[config.mk]
export PLATFORM = sky130hd
export DESIGN_NAME = div_unit
export DESIGN_NICKNAME = d
export VERILOG_FILES = /design/src/rtl/div_unit.sv
export SDC_FILE = /design/constraint.sdc
export NUM_CORES = 1
export LEC_CHECK = 0
export BUFFER_PORTS_ARGS = -buffer_cell sky130_fd_sc_hd__clkbuf_2
export CAP_MARGIN = 25
export CELL_PAD_IN_SITES_DETAIL_PLACEMENT = 0
export CELL_PAD_IN_SITES_GLOBAL_PLACEMENT = 1
export CORE_MARGIN = 1.5
export CORE_UTILIZATION = 50
export CTS_CLUSTER_DIAMETER = 40
export CTS_CLUSTER_SIZE = 16
export DETAILED_ROUTE_END_ITERATION = 10
export GPL_TIMING_DRIVEN = 0
export PLACE_DENSITY_LB_ADDON = 0.05
export SLEW_MARGIN = 20
export SYNTH_ARGS = -nofsm -noshare
export SYNTH_HDL_FRONTEND = slang
export SYNTH_SLANG_ARGS = --single-unit
[constraint.sdc]
create_clock -name clk -period 11.11 [get_ports clk]
set_clock_uncertainty 0.05 [all_clocks]
set_input_delay 0.5555 -clock clk [delete_from_list [all_inputs] [get_ports clk]]
set_output_delay 0.5555 -clock clk [all_outputs]
set_load 0.05 [all_outputs]
[src/rtl/div_unit.sv]
// 32-bit iterative restoring divider for DIV/DIVU/REM/REMU, one quotient bit per cycle.
// Define DIV_FAST_SPECIAL_EN to retire divide-by-zero and signed overflow directly from IDLE.
module div_unit (
    input  logic        clk,
    input  logic        resetn,
    input  logic        start,
    input  logic [1:0]  op,
    input  logic [31:0] a,
    input  logic [31:0] b,
    output logic [31:0] result,
    output logic        ready,
    output logic        busy
);

`ifdef DIV_FAST_SPECIAL_EN
    localparam bit FAST_SPECIAL = 1'b1;
`else
    localparam bit FAST_SPECIAL = 1'b0;
`endif

    typedef enum logic [1:0] {IDLE, CALC, DONE} state_t;

    state_t      state, state_nx;
    logic [4:0]  cnt;
    logic [31:0] quo, rem, dvs, spec_val;
    logic        is_rem, q_neg, r_neg, special;

    // Request decode; op[0] set means unsigned
    logic        a_neg, b_neg, div_zero, ovf, in_special;
    logic [31:0] a_mag, b_mag, in_spec_val;

    assign a_neg       = ~op[0] & a[31];
    assign b_neg       = ~op[0] & b[31];
    assign a_mag       = a_neg ? -a : a;
    assign b_mag       = b_neg ? -b : b;
    assign div_zero    = (b == 32'h0);
    assign ovf         = ~op[0] & (a == 32'h8000_0000) & (b == 32'hFFFF_FFFF);
    assign in_special  = div_zero | ovf;
    assign in_spec_val = div_zero ? (op[1] ? a : 32'hFFFF_FFFF)
                                  : (op[1] ? 32'h0 : 32'h8000_0000);

    // One restoring step: the dividend shifts out of quo MSB-first as quotient bits shift in
    logic [32:0] shifted, diff;
    logic        ge;
    logic [31:0] rem_step, quo_step, q_fin, r_fin, calc_res;

    assign shifted  = {rem, quo[31]};
    assign diff     = shifted - {1'b0, dvs};
    assign ge       = ~diff[32];
    assign rem_step = ge ? diff[31:0] : shifted[31:0];
    assign quo_step = {quo[30:0], ge};
    assign q_fin    = q_neg ? -quo_step : quo_step;
    assign r_fin    = r_neg ? -rem_step : rem_step;
    assign calc_res = special ? spec_val : (is_rem ? r_fin : q_fin);

    always_ff @(posedge clk or negedge resetn) begin
        if (!resetn) state <= IDLE;
        else         state <= state_nx;
    end

    always_comb begin
        state_nx = state;
        case (state)
            IDLE: if (start) state_nx = (FAST_SPECIAL && in_special) ? DONE : CALC;
            CALC: if (cnt == 5'd0) state_nx = DONE;
            DONE: state_nx = IDLE;
            default: state_nx = IDLE;
        endcase
    end

    always_ff @(posedge clk or negedge resetn) begin
        if (!resetn) begin
            cnt      <= 5'd0;
            quo      <= 32'h0;
            rem      <= 32'h0;
            dvs      <= 32'h0;
            spec_val <= 32'h0;
            is_rem   <= 1'b0;
            q_neg    <= 1'b0;
            r_neg    <= 1'b0;
            special  <= 1'b0;
            result   <= 32'h0;
        end else begin
            case (state)
                IDLE: if (start) begin
                    cnt      <= 5'd31;
                    quo      <= a_mag;
                    rem      <= 32'h0;
                    dvs      <= b_mag;
                    is_rem   <= op[1];
                    q_neg    <= a_neg ^ b_neg;
                    r_neg    <= a_neg;
                    special  <= in_special;
                    spec_val <= in_spec_val;
                    if (FAST_SPECIAL && in_special) result <= in_spec_val;
                end
                CALC: begin
                    quo <= quo_step;
                    rem <= rem_step;
                    cnt <= cnt - 5'd1;
                    if (cnt == 5'd0) result <= calc_res;
                end
                default: ;
            endcase
        end
    end

    assign ready = (state == DONE);
    assign busy  = (state != IDLE);

endmodule

==> flow_summary.toml, run 1 <==
[worst_setup_path]
r2r-start = "quo[31]"
worst-r2r-setup-slack_ns = 4.28
regToRegEndpoint = "result[30]"
reg2reg_depth = 23
crit_type = "flop to flop"
path_max_fanout = 10
cp.required_ns = 11.39
cp.arrival_ns = 7.10
end_kind = "flop"
cp-start-kind = "flop"

[route]
drt_wl_total_microns = 44300
ant_nets = 0
drt_iter0_drc = 1445
drc = 0
vias = 12646
drtPass1Iterations = 6
routedWlPerCell_microns = 21.9
viasPerCell = 6.26

[run_status]
outcome = "finished clean"

[finish]
diodes = 0
layout.nets = 1787
drive_above_1_share_pct = 11.1
fill_cells = 2448
layout-area-overhead-vs-synth_pct = 12.7

[grt]
grt_max_degree = 74
grt.total_usage_pct = 34.3
grt_pass1_vias = 11754
grt_pass1_wl_microns = 68400
overflow = 0
antenna_found_initial = 3

[sta]
finalCritPeriodShare_pct = 61.4
whs_ns = 0.355
worst_slew_pin_slew_ns = 0.957
period_minus_slack_ns = 6.83
fin_setup_tns_ns = 0
clock.fmax_mhz = 146
rsz0062_at_grt = "false"
setup_viol_count_final = 0
hold_viol = 0
relSlewSlack_pct = 36.2
final_max_slew_viol_count = 0

[synth]
syn-num-nets = 1662
synth_area_leaders = "dfrtp_1, o21ai_0, xnor2_1, nand2_1, nor2_1"
synth.cells.most_frequent = "dfrtp_1, o21ai_0, nand2_1"
ys_types = 91
avgSynthCellArea_sq_um = 8.16
synth_cells = 1553
synth_area_leader_cell = "dfrtp_1"
synth_top_flop_cell = "dfrtp_1"
ys_ff_latch = 171
synthArstFlopShare_pct = 100
netlist_area_sq_mm = 0.0127
seq_area_frac_synth_pct = 33.8
yosysWarnings = 0
synth_edf_count = 0
synth_top_cell_area_share_pct = 33.8
yosysMostFrequentCell = "dfrtp_1"

[clock_tree]
numCtsBuffers = 17
cts_resized = 0
cts_tree = "built"
clkLatencyLatePin_ns = 0.45
cts.clk_slew.worst_paths_ns = 0.09
cts.path.max_buffers = 2
cts_num_sinks = 171
cts_hold_buf = 1
htreeDepth = 4
post-cts-setup-buffers = 0
clockRootBuffer = "clkbuf_16"

[die]
core-area_sq_mm = 0.0250
num_rows = 58
io_pins = 103
fp.dieW_microns = 162
die_area_sq_mm = 0.0263
start_util_pct = 50.6
die_h_microns = 162

[placement]
dp_hpwl_microns = 34700
place.gp.congestion = 0.914
port_buffers = 102

[job]
drv_cap = 0

[min_path]
hold_class = "input port to flop"
hp-start = "a[5]"
hold_path_end = "spec_val[5]"
min_delay_path_depth = 3
per-stage QoR:
stage	cell area (sq um)	setup WS, ns	utilization (%)	std cells
after detailed placement	13700	4.49	54.6	1988
after global routing	14300	3.97	57.0	2021
after global placement	13600	4.51	54.3	1985
after floorplan	12700	5.92	-	1553
after CTS	14300	4.39	57.0	2021
final	14300	4.28	57.0	2021
registers in the layout (all words and copies together), names as in the netlist, 2 cells and up:
| register | flops |
|---|---|
| cnt | 5 |
| dvs | 32 |
| rem | 32 |
| quo | 32 |
| result | 32 |
| spec_val | 32 |
| state | 2 |
layer usage:
layer	GRT usage [%]	routed length, microns	up-vias
met1	50.0	20000	6105
met5	0	18	-
li1	-	-	5896
met4	10.5	1240	2
met3	6.23	3970	80
met2	51.6	19100	563
worst max-delay path, stage by stage, from the launching register on:
cell and delay (ns):
dfrtp_1 0.59, inv_1 0.09, ha_1 0.23, fa_1 0.40, nand2b_1 0.27, a211oi_4 0.38
o211ai_2 0.18, a2111oi_2 0.58, o21ai_2 0.19, xnor2_4 0.29, buf_6 0.23, buf_6 0.19
buf_4 0.26, nand2_1 0.07, o21ai_0 0.15, ha_1 0.21, clkbuf_1 0.35, or4b_1 0.53
or3_1 0.36, a21boi_2 0.32, nand4_1 0.18, o21ai_1 0.26, xnor2_1 0.20, o22ai_1 0.11
cells by family after synthesis:
family	synth area share, %
AND/OR/NAND/NOR	19.3
flip-flops	33.8
buffers and inverters	5.23
XOR/XNOR	9.83
AO/OA/AOI/OAI	25.8
multiplexers	2.10
adder cells (fa/ha/maj)	4.01
cell usage in the layout, fill, tap and decap left out, types with 7 or more instances in the layout:
cell type	netlist	layout
nor2b_1	11	11
buf_2	7	8
and3_1	7	7
a211oi_1	12	12
nand3_1	56	56
xor2_1	52	52
o22ai_1	12	12
buf_4	8	8
a22oi_1	33	33
a221oi_1	12	12
nand2_1	151	151
inv_1	57	57
nand2b_1	12	12
or4_1	11	11
a21oi_1	104	104
nor2_1	144	144
a31oi_1	17	17
a21o_1	11	11
nand4_1	17	17
and2_1	7	7
o21ai_0	168	168
o41ai_1	13	13
nor3_1	27	27
xnor2_1	87	87
clkbuf_2	0	101
o21a_1	8	8
o21bai_1	7	7
nor4_1	18	17
ha_1	39	39
o31ai_1	52	52
clkbuf_16	0	17
or3_1	16	16
clkbuf_1	74	74
o211ai_1	11	11
mux2i_1	21	21
dfrtp_1	171	171
o21ai_1	10	10
worst max-delay path by stage:
stage | end | start | cells after the start | slack, ns
floorplan | result[30] | quo[31] | 23 | 5.92
global placement | result[30] | quo[31] | 23 | 4.51
detailed placement | result[30] | quo[31] | 23 | 4.49
CTS | result[30] | quo[31] | 23 | 4.39
global route | result[30] | quo[31] | 23 | 3.97
finish | result[30] | quo[31] | 23 | 4.28
layout make-up:
| type | count | area (sq um) | share of cell area [%] |
|---|---|---|---|
| Multi-Input combinational cell | 1225 | 7730 | 54.2 |
| Timing Repair Buffer | 106 | 589 | 4.13 |
| Sequential cell | 171 | 4280 | 30.0 |
| Clock buffer | 17 | 425 | 2.98 |
| Inverter | 60 | 225 | 1.58 |
| Clock inverter | 15 | 173 | 1.21 |
| Buffer | 97 | 437 | 3.06 |
| Tap cell | 330 | 413 | 2.89 |
Power of run 1 is left out: the tool's default activity adds up to more than one toggle a clock period on the data nets, which glitch-free logic cannot reach.
==> run 2, diff against run 1 <==
- CORE_UTILIZATION: 50 -> 42
- clock period: 11.11 -> 5.6 ns (I/O delays scaled with it)
==> run 2 against run 1 <==
Compared with the run above: routed wire length is 4.8% higher; utilization decreased by 8.0 points; critical path depth down 3; first-iteration DRC count is 15% lower; die area is 19% higher; highest routed layer is now met4; worst hold slack worse by 0.26 ns; final cell count is 3.5% higher; critical path type unchanged; design area up 1.8%; clock-buffer cell count rose by 4; global-route usage shrank 3.9 points; register-to-register slack worse by 4.1 ns; flip-flop and latch count stayed put.
==> flow_summary.toml, run 2 (synthesis gave the netlist of run 1 again) <==
[finish]
layout-area-overhead-vs-synth_pct = 14.7
layout.nets = 1796
fin_area_sq_mm = 0.0145
layout_commonest_cell = "dfrtp_1"
drive_above_1_share_pct = 12.3
final_cells = 2091
final_cell_mix = "dfrtp_1, o21ai_0, nand2_1"

[clock_tree]
clockRootBuffer = "clkbuf_16"
cts.clk_slew.worst_paths_ns = 0.07
htreeDepth = 4
cts_num_sinks = 171
cts.path.max_buffers = 2
clkLatencyLatePin_ns = 0.46
cts_tree = "built"
numCtsBuffers = 17

[die]
num_rows = 63
die_area_sq_mm = 0.0312
io_pins = 103
fp.dieW_microns = 177
die_h_microns = 177
start_util_pct = 42.7
core-area_sq_mm = 0.0296

[sta]
setup_viol_count_final = 0
final_max_slew_viol_count = 0
finalCritPeriodShare_pct = 97.2
rsz0062_at_grt = "false"
relSlewSlack_pct = 33.1
fin_setup_tns_ns = 0
hold_viol = 0
worst_slew_pin_slew_ns = 1.00
period_minus_slack_ns = 5.44
clock.fmax_mhz = 184

[route]
drc = 0
drtPass1Iterations = 7
viasPerCell = 6.02
drt_wl_total_microns = 46400
vias = 12587
drt_iter0_drc = 1227
routedWlPerCell_microns = 22.2
ant_nets = 0

[placement]
postPlaceCellArea_sq_mm = 0.0137
dp_cells = 2048
place.gp.congestion = 0.887
dp_hpwl_microns = 36500
port_buffers = 102

[min_path]
hold_class = "input port to flop"

[worst_setup_path]
crit_type = "flop to flop"
end_kind = "flop"
path_max_fanout = 12
cp.arrival_ns = 5.72
cp-start-kind = "flop"
cp.required_ns = 5.88

[grt]
overflow = 0
grt_max_degree = 75
grt.total_usage_pct = 30.4
grt_pass1_vias = 11813
antenna_found_initial = 0
grt_pass1_wl_microns = 71600

[run_status]
outcome = "finished clean"

[job]
drv_cap = 0
[run 2: cell types whose count changed in the layout (fill, tap and decap cells not counted), moves of 3 or more]
cell      delta
buf_4       +11
clkbuf_8     +3
clkinv_8     -5
inv_8        -3
o21ai_2      +3
[run 2: final cells by class]
| cell class | instances | area (sq um) |
|---|---|---|
| diodes | 1 | 2.50 |
| clock buffers | 21 | 470 |
| fillers | 3037 | 15100 |
| repair buffers | 119 | 687 |
| plain buffers | 93 | 442 |
| multi-input cells | 1225 | 7800 |
| clock inverters | 11 | 133 |
| well taps | 390 | 488 |
| inverters | 60 | 225 |
| flip-flops and latches | 171 | 4280 |
[run 2: routing by layer]
layer / GRT usage, % / routed length [microns]
met1: 45.0 / 22200
met2: 44.0 / 19600
met3: 5.97 / 3250
met4: 9.92 / 1320
met5: 0 / 0
[run 2: through the flow]
stage                     setup WS (ns)  util, %  hold WS (ns)
final                             0.158     49.0        0.0928
after global routing             0.0242     49.0         0.112
after CTS                        0.0928     48.6        0.0783
after detailed placement         -0.993     46.4         0.179
after global placement            -1.05     46.1         0.414
after floorplan                   0.407        -       -0.0656
[run 2: worst max-delay path: stages (launching register included)]
cell and delay, ns:
dfrtp_2 0.46, inv_1 0.07, ha_1 0.22, fa_1 0.41, nand2b_2 0.25, a211oi_4 0.34, o211ai_2 0.20, a2111oi_4 0.48
o21ai_2 0.15, xnor2_4 0.18, buf_12 0.16, buf_4 0.16, mux2_2 0.27, ha_2 0.20, or4b_4 0.48, or3_4 0.36
a21boi_4 0.22, nand4_1 0.19, o21ai_2 0.19, xnor2_1 0.16, o22ai_1 0.10
[run 2: path summary, 6_finish.rpt]
path | from | to | slack, ns | depth (start not counted)
worst min-delay path | a[23] | spec_val[23] | 0.09 | 3
worst max register to register | quo[31] | result[30] | 0.16 | 20
min in group asynchronous | resetn | dvs[5] | 0.26 | 2
worst min register to register | cnt[4] | cnt[4] | 0.43 | 1
max in group asynchronous | resetn | quo[31] | 4.51 | 3
worst max-delay path | quo[31] | result[30] | 0.16 | 20
[run 2: repair_timing]
action,in CTS,in global routing
endpoints found under the hold margin,37,0
endpoints found under the setup margin,13,9
pin swaps,9,6
gates resized for setup,10,13
buffers inserted,5,8
hold buffers,1,0
Power of run 2 is left out for the same reason.
